`src/rtl/sync_fifo_ram.sv`:
```
// sync_fifo_ram: single-clock FIFO over a 2^addr_width-entry two-port memory.
// Synchronous write, registered read. Provides occupancy count, full/empty,
// programmable almost-full/almost-empty, a read-valid strobe and
// overflow/underflow pulses. Memory contents survive reset; only the
// control state is cleared.
module sync_fifo_ram #(
  parameter int addr_width = 3,
  parameter int data_width = 8,
  parameter int af_level   = 6,
  parameter int ae_level   = 2
) (
  input  logic                  clk,
  input  logic                  reset_n,
  input  logic                  wr_en,
  input  logic [data_width-1:0] w_data,
  input  logic                  rd_en,
  output logic [data_width-1:0] r_data,
  output logic                  r_valid,
  output logic                  full,
  output logic                  empty,
  output logic                  almost_full,
  output logic                  almost_empty,
  output logic [addr_width:0]   count,
  output logic                  overflow,
  output logic                  underflow
);

  localparam int DEPTH = 1 << addr_width;
  localparam int CW    = addr_width + 1;

  // Thresholds pre-sized to the count width so the flag compares are exact.
  localparam logic [addr_width:0] LP_DEPTH = DEPTH[addr_width:0];
  localparam logic [addr_width:0] LP_AF    = af_level[addr_width:0];
  localparam logic [addr_width:0] LP_AE    = ae_level[addr_width:0];

  logic [data_width-1:0] r_mem [DEPTH];
  logic [addr_width-1:0] r_wr_ptr;
  logic [addr_width-1:0] r_rd_ptr;
  logic [addr_width:0]   r_count;
  logic                  r_overflow;
  logic                  r_underflow;

  logic w_full;
  logic w_empty;
  logic w_wr_acc;
  logic w_rd_acc;

  // Flags are pure decodes of the registered count.
  assign w_full  = (r_count == LP_DEPTH);
  assign w_empty = (r_count == '0);

  // Acceptance uses pre-edge state. A write into a full FIFO is allowed when
  // a read frees the same slot this cycle; a read of an empty FIFO is never
  // satisfied by a same-cycle write (no fall-through). Reset blocks both.
  assign w_wr_acc = reset_n & wr_en & (~w_full | rd_en);
  assign w_rd_acc = reset_n & rd_en & ~w_empty;

  assign full         = w_full;
  assign empty        = w_empty;
  assign almost_full  = (r_count >= LP_AF);
  assign almost_empty = (r_count <= LP_AE);
  assign count        = r_count;
  assign overflow     = r_overflow;
  assign underflow    = r_underflow;

  // Storage array: written on an accepted write, never cleared by reset.
  always_ff @(posedge clk) begin
    if (w_wr_acc) r_mem[r_wr_ptr] <= w_data;
  end

  // Registered read port: the old word is captured before a same-edge write
  // to the same slot lands, giving read-before-write when full.
  always_ff @(posedge clk) begin
    if (!reset_n) begin
      r_data  <= '0;
      r_valid <= 1'b0;
    end else begin
      r_valid <= w_rd_acc;
      if (w_rd_acc) r_data <= r_mem[r_rd_ptr];
    end
  end

  // Pointer management: each pointer wraps naturally at addr_width bits.
  always_ff @(posedge clk) begin
    if (!reset_n) begin
      r_wr_ptr <= '0;
      r_rd_ptr <= '0;
    end else begin
      if (w_wr_acc) r_wr_ptr <= r_wr_ptr + addr_width'(1);
      if (w_rd_acc) r_rd_ptr <= r_rd_ptr + addr_width'(1);
    end
  end

  // Occupancy: +1 on write only, -1 on read only, unchanged on both/neither.
  always_ff @(posedge clk) begin
    if (!reset_n) begin
      r_count <= '0;
    end else begin
      unique case ({w_wr_acc, w_rd_acc})
        2'b10:   r_count <= r_count + CW'(1);
        2'b01:   r_count <= r_count - CW'(1);
        default: r_count <= r_count;
      endcase
    end
  end

  // Error pulses: one cycle per rejected request, re-armed every cycle.
  always_ff @(posedge clk) begin
    if (!reset_n) begin
      r_overflow  <= 1'b0;
      r_underflow <= 1'b0;
    end else begin
      r_overflow  <= wr_en & w_full & ~rd_en;
      r_underflow <= rd_en & w_empty;
    end
  end

endmodule

```
`config.mk`:
```
export PLATFORM = sky130hd
export DESIGN_NAME = sync_fifo_ram
export DESIGN_NICKNAME = d
export VERILOG_FILES = /design/src/rtl/sync_fifo_ram.sv
export SDC_FILE = /design/constraint.sdc
export NUM_CORES = 1
export LEC_CHECK = 0
export ABC_AREA = 1
export CELL_PAD_IN_SITES_DETAIL_PLACEMENT = 1
export CELL_PAD_IN_SITES_GLOBAL_PLACEMENT = 1
export CORE_AREA = 2 2 94 96
export DETAILED_ROUTE_END_ITERATION = 10
export DIE_AREA = 0 0 96 98
export PLACE_DENSITY = 0.76
export SYNTH_ARGS = -nofsm -noshare
export SYNTH_HDL_FRONTEND = slang
export SYNTH_SLANG_ARGS = --single-unit
export TNS_END_PERCENT = 20
```
`constraint.sdc`:
```
create_clock -name clk -period 2 [get_ports clk]
set_input_delay 0.3 -clock clk [delete_from_list [all_inputs] [get_ports clk]]
set_output_delay 0.3 -clock clk [all_outputs]
set_load 0.05 [all_outputs]
```
==> results.json <==
{
  "postRouteAntennaNets": 0,
  "finalClockSkew_ns": 0.003755,
  "dpl_cell_area_sq_um": 4243,
  "cts_tree": "done",
  "cts_hold_buf": 0,
  "cts_root_buf": "clkbuf_8",
  "worst_slew_pin_slew_ns": 0.6057,
  "p_comb_share_pct": 20.6,
  "path_clk_slew_ns": 0.08,
  "grt_pass1_wl_um": 14480,
  "vias": 2753,
  "pre_cts_ws_ns": -0.2280,
  "critPathMaxStageDelay_ns": 0.81,
  "clock_latency_ns": 0.35,
  "dieArea_sq_um": 9408,
  "avgSynthCellArea_sq_um": 9.584,
  "power_frac_clock_pct": 30.4,
  "yosys_warnings": 0,
  "io_pins": 31,
  "numPortBuffers": 30,
  "critical_path_class": "flop to output pin",
  "drv_slew": 0,
  "final-hold-violation-count": 0,
  "r2r_end": "count[2]",
  "crit_family": "buffers and inverters",
  "track_usage_pct": 20.90,
  "seqPwrFrac_pct": 49.0,
  "vias_per_cell": 5.005,
  "die_h_um": 98,
  "ff2ff_path_depth": 12,
  "synth_cells": 388,
  "drtIter0Drc": 102,
  "yosysUniqueCellTypes": 25,
  "start_kind": "flop",
  "r2r_setup_slack_ns": 0.16,
  "area_growth_syn_to_layout_pct": 20.09,
  "status": "finished, final reports clean",
  "ys_seq_elements": 85,
  "holdWs_ns": 0.4179,
  "crit_buf_inv": 1,
  "drt_first_pass_iters": 4,
  "whs_endpoint": "underflow",
  "setup_viol": 0,
  "fin_crit_sh_pct": 93.21,
  "grt_start_max_net_pins": 33,
  "max_cap_viol_count": 0,
  "hold_depth": 4,
  "p_leak_nw": 1.902,
  "drc": 0,
  "drive_above_1_share_pct": 14.25,
  "cp_cell_sequence": "clkdlybuf4s50_1",
  "cts_sinks": 85,
  "ctsResizeCount": 0,
  "cp.required_ns": 1.70,
  "antenna_found_initial": 0,
  "syn_nets": 405,
  "cts_setup_buffers": 0,
  "drt_wl_total_um": 9107,
  "grt_pass1_vias": 2905,
  "netlist_area_sq_um": 3719,
  "p_sw_share_pct": 30.29,
  "diodes": 0,
  "critPathSlowestCell": "clkdlybuf4s50_1",
  "cp_data_arrival_time_ns": 1.56,
  "start_util_pct": 43.93,
  "layout_min_cycle_time_ns": 1.864,
  "reg2reg_from": "count[0]",
  "hpwl_um": 6333,
  "mostFrequentLayoutCell": "nand2_1",
  "htree_num_levels": 3,
  "hold_class": "primary input to flop",
  "powerDensity_nw_per_um2": 925.7,
  "wl_per_cell_um": 16.56,
  "die_w_um": 96,
  "slew_headroom_pct": 59.56,
  "grt_remaining_overflow": 0,
  "endpoint_kind": "output pin",
  "switchingPower_mw": 1.252,
  "nets": 454,
  "grt_setup_unrepaired": "false",
  "clockBufferDepth": 2,
  "coreArea_sq_um": 8466,
  "fp-row-count": 34,
  "globalplace.congestion": 0.7979,
  "numCtsBuffers": 9,
  "worst_slack_ns": 0.1357,
  "cp_max_fo": 7,
  "intPower_mw": 2.882,
  "post-route-cell-area_sq_um": 4466,
  "mostFrequentLayoutCells": "106 x nand2_1, 65 x inv_1, 64 x edfxtp_1, 51 x nand3_1, 27 x buf_4",
  "ir_worst_vdd_v": 0.0004660,
  "yosysSeqAreaShare_pct": 62.99,
  "hp-start": "rd_en",
  "max_clock_freq_mhz": 536.4
}
[worst max path at each step]
stage | to | from | depth (start not counted)
after floorplan | count[2] | count[0] | 14
after global placement | count[2] | reset_n | 12
after detailed placement | count[2] | reset_n | 12
after CTS | count[2] | count[0] | 13
after global routing | count[2] | reset_n | 12
final | count[1] | count[1] | 1
[Yosys cell counts]
cell type | count | area, sq um
nand2_1 | 107 | 401.6
edfxtp_1 | 64 | 1922
or2_4 | 1 | 8.760
buf_4 | 3 | 22.52
a21oi_2 | 1 | 8.760
xnor2_1 | 2 | 17.52
nor2_4 | 1 | 11.26
nor2_2 | 2 | 12.51
nor3_2 | 1 | 10.01
nand2_2 | 2 | 12.51
nor4_1 | 1 | 6.260
dfxtp_1 | 21 | 420.4
nand4_2 | 1 | 12.51
clkbuf_2 | 1 | 5.000
buf_6 | 3 | 33.78
nor2_1 | 16 | 60.06
inv_1 | 65 | 244.0
buf_2 | 7 | 35.03
ha_1 | 5 | 62.56
a21oi_1 | 16 | 80.08
clkbuf_1 | 1 | 3.750
clkinv_1 | 1 | 3.750
inv_2 | 5 | 18.77
nand3_1 | 51 | 255.2
o21ai_0 | 10 | 50.05
[sequential cells by signal (all words and copies together), names as in the netlist]
register and cells:
r_rd_ptr 3, r_wr_ptr 3, count 4, underflow 1
overflow 1, r_data 8, r_valid 1, r_mem 64
[layout make-up]
cell class                      count  area, sq um
Fill cell                         958         4000
Sequential cell                    85         2357
Multi-Input combinational cell    217         1026
Timing Repair Buffer               53        465.4
Inverter                           71        271.5
Clock buffer                       11        151.4
Tap cell                          108        135.1
Clock inverter                      5        58.81
[routing by layer]
metal  up-vias  track usage, %  routed length (um)
li1       1339               -                   -
met1      1348           26.50                3872
met2        59           35.42                4740
met3         7           4.321                 379
met4         0           6.593                 114
met5         -               0                   0
[power by group through the flow]
stage / logic [mW] / clock network [mW] / registers (mW)
floorplan: 0.472 / 0 / 2.17
global placement: 0.828 / 0 / 2.06
detailed placement: 0.852 / 0 / 2.06
CTS: 0.856 / 1.29 / 2.02
global route: 0.927 / 1.36 / 2.03
finish: 0.852 / 1.26 / 2.02
[through the flow]
stage	util [%]	total power, mW	setup TNS, ns	cells
5_1_grt	52.75	4.317	0	550
3_5_place_dp	50.12	2.915	-4.894	534
4_1_cts	52.60	4.169	0	550
2_1_floorplan	-	2.641	0	388
3_3_place_gp	50.12	2.886	-2.584	534
6_report	52.75	4.134	0	550
[logic make-up after synthesis]
group / count (synthesis) / share of synthesized area, %
and+or+nand+nor: 183 / 21.27
buffers and inverters: 86 / 9.858
DFF: 85 / 62.99
AOI/OAI and AO/OA: 27 / 3.735
adders and majority gates: 5 / 1.682
xor gates and xnor gates: 2 / 0.4711
No activity file was read; power rests on OpenSTA's default activity.
